--- src/rtl/render_frame_ctrl.sv ---
// rtl/render_frame_ctrl.sv - per-frame sequencer: buffer clear, triangle issue, swap pulse
// Optional WAIT watchdog and tri_timeout port enabled by defining CTRL_TIMEOUT_EN.
module render_frame_ctrl #(
   parameter int FB_PIXELS      = 19200,
   parameter int FB_ADDRW       = 15,
   parameter int FB_DATAW       = 4,
   parameter int DB_DATAW       = 12,
   parameter int CLEAR_COLR     = 0,
   parameter int DB_CLEAR_VALUE = 4095,
   parameter int TRI_CNTW       = 8,
   parameter int TIMEOUT_CYCLES = 65535
) (
   input  logic                clk,
   input  logic                rstn,
   input  logic                frame_start,
   input  logic [TRI_CNTW-1:0] num_triangles,
   output logic [FB_ADDRW-1:0] clear_addr,
   output logic                clear_we,
   output logic [FB_DATAW-1:0] clear_colr,
   output logic [DB_DATAW-1:0] clear_depth,
   output logic [TRI_CNTW-1:0] tri_idx,
   output logic                tri_start,
   input  logic                tri_done,
   output logic                swap,
   output logic                busy,
   output logic                frame_overrun
`ifdef CTRL_TIMEOUT_EN
   ,
   output logic                tri_timeout
`endif
);

   typedef enum logic [2:0] {
      S_IDLE,
      S_CLEAR,
      S_ISSUE,
      S_WAIT,
      S_SWAP
   } state_t;

   localparam logic [FB_ADDRW-1:0] LAST_ADDR = FB_ADDRW'(FB_PIXELS - 1);

   if (FB_PIXELS < 1 || FB_PIXELS > (1 << FB_ADDRW) || TIMEOUT_CYCLES < 1) begin : g_bad_cfg
      $error("render_frame_ctrl: invalid parameter set");
   end

   state_t              state_q, state_d;
   logic [FB_ADDRW-1:0] clear_addr_q, clear_addr_d;
   logic                clear_we_q, clear_we_d;
   logic [TRI_CNTW-1:0] tri_idx_q, tri_idx_d;
   logic                tri_start_q, tri_start_d;
   logic                swap_q, swap_d;
   logic                busy_q, busy_d;
   logic                frame_overrun_q, frame_overrun_d;
   logic [TRI_CNTW-1:0] n_lat_q, n_lat_d;
   logic                advance;

`ifdef CTRL_TIMEOUT_EN
   localparam int TO_W = $clog2(TIMEOUT_CYCLES + 1);
   localparam logic [TO_W-1:0] TO_LAST = TO_W'(TIMEOUT_CYCLES - 1);

   logic [TO_W-1:0] to_cnt_q, to_cnt_d;
   logic            tri_timeout_q, tri_timeout_d;
   logic            to_hit;

   // A timeout counts as a completion only when the real done did not arrive.
   assign to_hit  = (state_q == S_WAIT) && (to_cnt_q == TO_LAST) && !tri_done;
   assign advance = tri_done || to_hit;
`else
   assign advance = tri_done;
`endif

   always_comb begin
      state_d         = state_q;
      clear_addr_d    = clear_addr_q;
      clear_we_d      = 1'b0;
      tri_idx_d       = tri_idx_q;
      tri_start_d     = 1'b0;
      swap_d          = 1'b0;
      n_lat_d         = n_lat_q;
      frame_overrun_d = frame_start && (state_q != S_IDLE);
`ifdef CTRL_TIMEOUT_EN
      to_cnt_d        = to_cnt_q;
      tri_timeout_d   = 1'b0;
`endif

      case (state_q)
         S_IDLE: begin
            if (frame_start) begin
               n_lat_d      = num_triangles;
               state_d      = S_CLEAR;
               clear_we_d   = 1'b1;
               clear_addr_d = '0;
            end
         end
         S_CLEAR: begin
            // clear_we_q low here means the last address was written last cycle.
            if (clear_we_q) begin
               if (clear_addr_q == LAST_ADDR) begin
                  clear_addr_d = '0;
               end else begin
                  clear_addr_d = clear_addr_q + 1'b1;
                  clear_we_d   = 1'b1;
               end
            end else if (n_lat_q == '0) begin
               state_d = S_SWAP;
               swap_d  = 1'b1;
            end else begin
               state_d     = S_ISSUE;
               tri_idx_d   = '0;
               tri_start_d = 1'b1;
`ifdef CTRL_TIMEOUT_EN
               to_cnt_d    = '0;
`endif
            end
         end
         S_ISSUE: begin
            state_d = S_WAIT;
         end
         S_WAIT: begin
`ifdef CTRL_TIMEOUT_EN
            to_cnt_d      = to_cnt_q + 1'b1;
            tri_timeout_d = to_hit;
`endif
            if (advance) begin
               if (tri_idx_q == n_lat_q - 1'b1) begin
                  state_d = S_SWAP;
                  swap_d  = 1'b1;
               end else begin
                  state_d     = S_ISSUE;
                  tri_idx_d   = tri_idx_q + 1'b1;
                  tri_start_d = 1'b1;
`ifdef CTRL_TIMEOUT_EN
                  to_cnt_d    = '0;
`endif
               end
            end
         end
         S_SWAP: begin
            state_d = S_IDLE;
         end
         default: begin
            state_d = S_IDLE;
         end
      endcase

      busy_d = (state_d != S_IDLE);
   end

   always_ff @(posedge clk) begin
      if (!rstn) begin
         state_q         <= S_IDLE;
         clear_addr_q    <= '0;
         clear_we_q      <= 1'b0;
         tri_idx_q       <= '0;
         tri_start_q     <= 1'b0;
         swap_q          <= 1'b0;
         busy_q          <= 1'b0;
         frame_overrun_q <= 1'b0;
         n_lat_q         <= '0;
`ifdef CTRL_TIMEOUT_EN
         to_cnt_q        <= '0;
         tri_timeout_q   <= 1'b0;
`endif
      end else begin
         state_q         <= state_d;
         clear_addr_q    <= clear_addr_d;
         clear_we_q      <= clear_we_d;
         tri_idx_q       <= tri_idx_d;
         tri_start_q     <= tri_start_d;
         swap_q          <= swap_d;
         busy_q          <= busy_d;
         frame_overrun_q <= frame_overrun_d;
         n_lat_q         <= n_lat_d;
`ifdef CTRL_TIMEOUT_EN
         to_cnt_q        <= to_cnt_d;
         tri_timeout_q   <= tri_timeout_d;
`endif
      end
   end

   assign clear_addr    = clear_addr_q;
   assign clear_we      = clear_we_q;
   assign clear_colr    = FB_DATAW'(CLEAR_COLR);
   assign clear_depth   = DB_DATAW'(DB_CLEAR_VALUE);
   assign tri_idx       = tri_idx_q;
   assign tri_start     = tri_start_q;
   assign swap          = swap_q;
   assign busy          = busy_q;
   assign frame_overrun = frame_overrun_q;
`ifdef CTRL_TIMEOUT_EN
   assign tri_timeout   = tri_timeout_q;
`endif

endmodule

--- config.mk ---
export PLATFORM = sky130hd
export DESIGN_NAME = render_frame_ctrl
export DESIGN_NICKNAME = d
export VERILOG_FILES = /design/src/rtl/render_frame_ctrl.sv
export SDC_FILE = /design/constraint.sdc
export NUM_CORES = 1
export LEC_CHECK = 0
export ABC_AREA = 1
export BUFFER_PORTS_ARGS = -buffer_cell sky130_fd_sc_hd__buf_2
export CORE_MARGIN = 2
export CORE_UTILIZATION = 57
export CTS_BUF_LIST = sky130_fd_sc_hd__clkbuf_8 sky130_fd_sc_hd__clkbuf_16
export DETAILED_ROUTE_END_ITERATION = 7
export GPL_ROUTABILITY_DRIVEN = 0
export HOLD_SLACK_MARGIN = 0.12
export PLACE_DENSITY_LB_ADDON = 0.12
export SLEW_MARGIN = 15
export SYNTH_ARGS = -nofsm -noshare
export SYNTH_HDL_FRONTEND = slang
export SYNTH_SLANG_ARGS = --single-unit
--- constraint.sdc ---
create_clock -name clk -period 4.2 [get_ports clk]
set_clock_uncertainty 0.1 [all_clocks]
set_input_delay 0.63 -clock clk [delete_from_list [all_inputs] [get_ports clk]]
set_output_delay 0.63 -clock clk [all_outputs]
set_load 0.005 [all_outputs]
# ---- After elaboration in Yosys (flattened, before gate mapping)
# Cells that the tools add are included.
# Widths: inputs -> output; s select.
dict set report word_totals {
  input_bits 12
  out_inout_bits 44
  register_bits 39
}
dict set report op_classes {
  n_reduce_logical 10
  n_eq_ne 11
  muxes 29
  n_addsub 3
}
# op n
set ops {}
lappend ops {{$mux 15} 3}
lappend ops {{$mux 8} 4}
lappend ops {{$pmux 15 s2} 1}
lappend ops {{$pmux 8 s2} 1}
lappend ops {{$add 15x1->15 const B} 1}
lappend ops {{$eq 15x15->1 const B} 1}
lappend ops {{$mux 3} 5}
lappend ops {{$ne 2x2->1 const B} 6}
lappend ops {{$pmux 3 s4} 1}
lappend ops {{$mux 1} 11}
lappend ops {{$add 8x1->8 const B} 1}
lappend ops {{$eq 8x8->1} 1}
lappend ops {{$logic_not 8->1} 1}
lappend ops {{$sub 8x1->8 const B} 1}
lappend ops {{$eq 3x2->1 const B} 2}
lappend ops {{$pmux 1 s2} 3}
lappend ops {{$reduce_bool 3->1} 2}
lappend ops {{$reduce_and 5->1} 1}
lappend ops {{$reduce_bool 2->1} 2}
lappend ops {{$eq 3x1->1 const B} 1}
lappend ops {{$logic_not 3->1} 1}
lappend ops {{$reduce_and 3->1} 1}
lappend ops {{$reduce_and 2->1} 1}
lappend ops {{$logic_and 1x1->1} 1}

# ---- Longest topological paths before layout
dict set report depth {
  word_depth 6
  depth_mapped 14
  depth_no_buf 14
}

# ---- Worst setup path before layout
# OpenSTA, ideal clock, no wires.
dict set report synth_timing {
  path_kind {reg2reg}
  start {reg n_lat_q[0]}
  end {reg tri_idx_q[1] (netlist: tri_idx[1])}
  synth_period_minus_slack_ps 1844
  arrival_time_ps 1632
  setup_ps 112
  path_slack_ps 2356
  stages_incl_launch_ff 15
  required_ps 3988
  path_buffers 0
  path_cell_list {dfxtp_1 > inv_2 > ha_1 > inv_1 > nand2_1 > nand2_1 > nand2_1 > nor2_1 > nand3_1 > nor2_4 > nand4_4 > nand2_4 > nand2_1 > nand2_1 > nor2_1}
}
dict set report synth_via {
  elab_chain_cells 4
}
# item line_no
set synth_rtl {}
lappend synth_rtl {{from (decl)} 55} ;# logic [TRI_CNTW-1:0] n_lat_q, n_lat_d;
lappend synth_rtl {{from (signal assigned)} 174} ;# n_lat_q <= n_lat_d;
lappend synth_rtl {{$sub 8x1->8} 126} ;# if (tri_idx_q == n_lat_q - 1'b1) begin
lappend synth_rtl {{$eq 8x8->1} 126}
lappend synth_rtl {{$ne 2x2->1 (no source line)} n/a}
lappend synth_rtl {{$reduce_and 5->1 (no source line) *} n/a}
lappend synth_rtl {{to (signal assigned)} 169} ;# tri_idx_q <= tri_idx_d;
lappend synth_rtl {{to (decl)} 50} ;# logic [TRI_CNTW-1:0] tri_idx_q, tri_idx_d;
# Mark *: on every way between the ends. The rest lies on a longest branch, timed or not.
# A chain may end at the register's enable or synchronous reset.

# ---- Worst setup path after layout
dict set report layout_timing {
  start {reg clear_addr_q[0] (netlist: clear_addr[0])}
  end {reg clear_addr_q[14] (netlist: clear_addr[14])}
}
dict set report layout_via {
  elab_chain_cells 4
}
# item line_no
set layout_rtl {}
lappend layout_rtl {{from (decl)} 48} ;# logic [FB_ADDRW-1:0] clear_addr_q, clear_addr_d;
lappend layout_rtl {{from (signal assigned)} 167} ;# clear_addr_q <= clear_addr_d;
lappend layout_rtl {{$add 15x1->15 / $eq 15x15->1 (equally long branches)} {102, 99}}
lappend layout_rtl {{$mux 15 *} 99} ;# if (clear_addr_q == LAST_ADDR) begin
lappend layout_rtl {{$mux 15 *} 98} ;# if (clear_we_q) begin
lappend layout_rtl {{$pmux 15 s2 *} 87} ;# case (state_q)
# Mark *: on every way between the ends. The rest lies on a longest branch, timed or not. The select of a mux whose other input is x is not followed.

==> metrics <==
row count=23; MaxCap Viol Count=0; Worst Hold Class=register to register; hold path depth=2; max-slew violation count=0; critical path peak fanout=10; Die ar.=0.00454 sq mm; fin crit share=between 50 and 60%; P per Cell Area=378 mW/mm^2; grt total ovfl=0; Longest Clk Path Bufs=2; Arr. time, crit path=2.21 ns; fin nets=385; clk slew on worst S/H paths=0.08 ns; warning count from the yosys run=0; # diodes=0; Synth Cell Area=0.00229 sq mm; sequential fraction of the synthesis area=between 30% and 40%; worst reg-to-reg path cell count=10; Setup Fix Bufs, Post-CTS=0; reg-to-reg startpoint=clear_addr[0]; Clock Sinks=39; Peak VDD IR=about 180 uV; syn_area_per_cell=6.92 sq um; setup TNS=0 ns; number of iterations in the first detailed-routing pass=4; Setup Viol. Count Final=0; post-synthesis cell type count=40; Crit path required time=4.30 ns; routed len/inst=11.4 um; vias in the first global route=1894; Hold Path Origin=n_lat_q[6]; most common cell after layout, fill and taps aside=nand2_1; Synth Register Bits=39; DR vias/cell=5.13; H-Tree Level Count=2; # hold bufs at CTS=0; Die W=67.4 um; GRT Total Usage=23.3%; routed via count=2154; Initial Util=58.1%; synth-to-layout area growth=10.8%; Detailed Route WL=4780 um; layout cells sized above 1=19.5%; Post-DP HPWL=around 3700 um; hold slack=about 0.38 ns; CORE AREA=between 0.003 and 0.004 sq mm; unrepaired setup endpoints after global routing=no; Peak Freq=between 400 and 500 MHz; Layout Cells excl Fill=420; num ports=56; CTS tree=built; minimum clock period=2.11 ns; root buffer cell=clkbuf_8; Leakage=approximately 1.2 nW; Critical path origin=clear_addr[0]; status=completed; Cells after DPL=412; initial antenna violation count=0; post-synthesis instance total=331; DRT iter0 DRCs=168; PortBufs=39; Critical Path Source Type=register; Skew-Pair Late Insertion Delay=~0.29 ns; Resize count post-CTS=0; largest net degree at the start of global routing=19; Final Hold Viols=0; # DRC=0; antenna-violating nets left=0; first-pass GRT wire length=8000 um; Num CTS Buffers=5; WS Path Type=register to register; endpoint class of the critical path=register; Die Ht=67.4 um; most frequent cells in the layout=nand2_1 (72), nor2_1 (39), dfxtp_1 (39), buf_2 (39), a21oi_1 (31)
-- kinds of logic (layout without fill, tap and decap cells) --
kind of cell,after synthesis,count (layout),share of synthesized area [%]
buffers and inverters,62,87,13.0
adders and majority gates,4,4,2.18
other,2,16,0.328
and+or+nand+nor,163,163,33.0
DFF,39,39,34.1
xor gates and xnor gates,8,8,3.39
AOI/OAI and AO/OA,53,53,14.0
-- stage by stage --
step	instance area [sq um]	total power [W]	worst slack, ns	utilization, %
4_1_cts	2540	0.000966	2.06	64.4
6_report	2540	0.000960	2.09	64.4
2_1_floorplan	2340	0.000667	2.36	-
3_3_place_gp	2450	0.000716	2.08	62.2
5_1_grt	2540	0.00102	1.81	64.4
3_5_place_dp	2450	0.000720	2.08	62.2
-- worst max-delay path, stage by stage (launching register included) --
cell and delay [ns]:
dfxtp_1 0.41, ha_1 0.19, nand2_1 0.08, nor2_2 0.16, nand2_1 0.10, nor2_1 0.14
nand4_1 0.15, nand2_1 0.08, nand2_1 0.08, nand2_1 0.31, and3b_1 0.22
-- flip-flops by register name, indices dropped and copies added, names as in the netlist --
signal,cells
clear_addr,15
n_lat_q,8
tri_idx,8
state_q,3
busy,1
clear_we,1
frame_overrun,1
swap,1
tri_start,1
-- where the power goes --
group / internal [W] / switching (W)
logic: 0.0000933 / 0.000190
registers: 0.000402 / 0.0000285
clock network: 0.000114 / 0.000133
-- final timing paths --
kind	to	slack, ns
setup / recovery	clear_addr[14]	2.09
hold / removal	n_lat_q[6]	0.38
setup reg to reg	clear_addr[14]	2.09
hold reg to reg	n_lat_q[6]	0.38
-- layer usage --
layer	GRT usage, %	share of wire (%)
met1	27.1	44
met2	40.8	49
met3	4.33	5.2
met4	11.7	2.2
met5	0	0
-- synthesized netlist by cell type, drive strengths merged --
| cell type | instances | area share [%] |
|---|---|---|
| o211a | 1 | 0.44 |
| inv | 37 | 6.1 |
| and3b | 1 | 0.38 |
| nor3b | 3 | 0.98 |
| nor2 | 44 | 8.6 |
| a211oi | 3 | 1.7 |
| a31o | 2 | 0.76 |
| nand2 | 78 | 14 |
| buf | 18 | 5.8 |
| xnor2 | 3 | 1.1 |
| nand3 | 22 | 4.8 |
| xor2 | 5 | 2.2 |
| nor3 | 4 | 0.87 |
| a21oi | 31 | 6.8 |
| clkbuf | 4 | 0.66 |
| nor4 | 2 | 0.55 |
| o21ai | 13 | 3.3 |
| conb | 2 | 0.33 |
| and3 | 1 | 0.27 |
| or2 | 1 | 0.27 |
| dfxtp | 39 | 34 |
| nand3b | 1 | 0.33 |
| o211ai | 1 | 0.33 |
| clkinv | 3 | 0.49 |
| nand4 | 6 | 2.3 |
| o21a | 1 | 0.33 |
| a31oi | 1 | 0.27 |
| ha | 4 | 2.2 |
-- cell type report --
type                            instances  area (sq um)
Fill cell                             374          1410
Multi-Input combinational cell        244          1260
Sequential cell                        39           781
Timing Repair Buffer                   39           195
Inverter                               40           150
Clock buffer                            5          68.8
Tap cell                               50          62.6
Clock inverter                          3          15.0
Power figures use the tool's default switching activity.
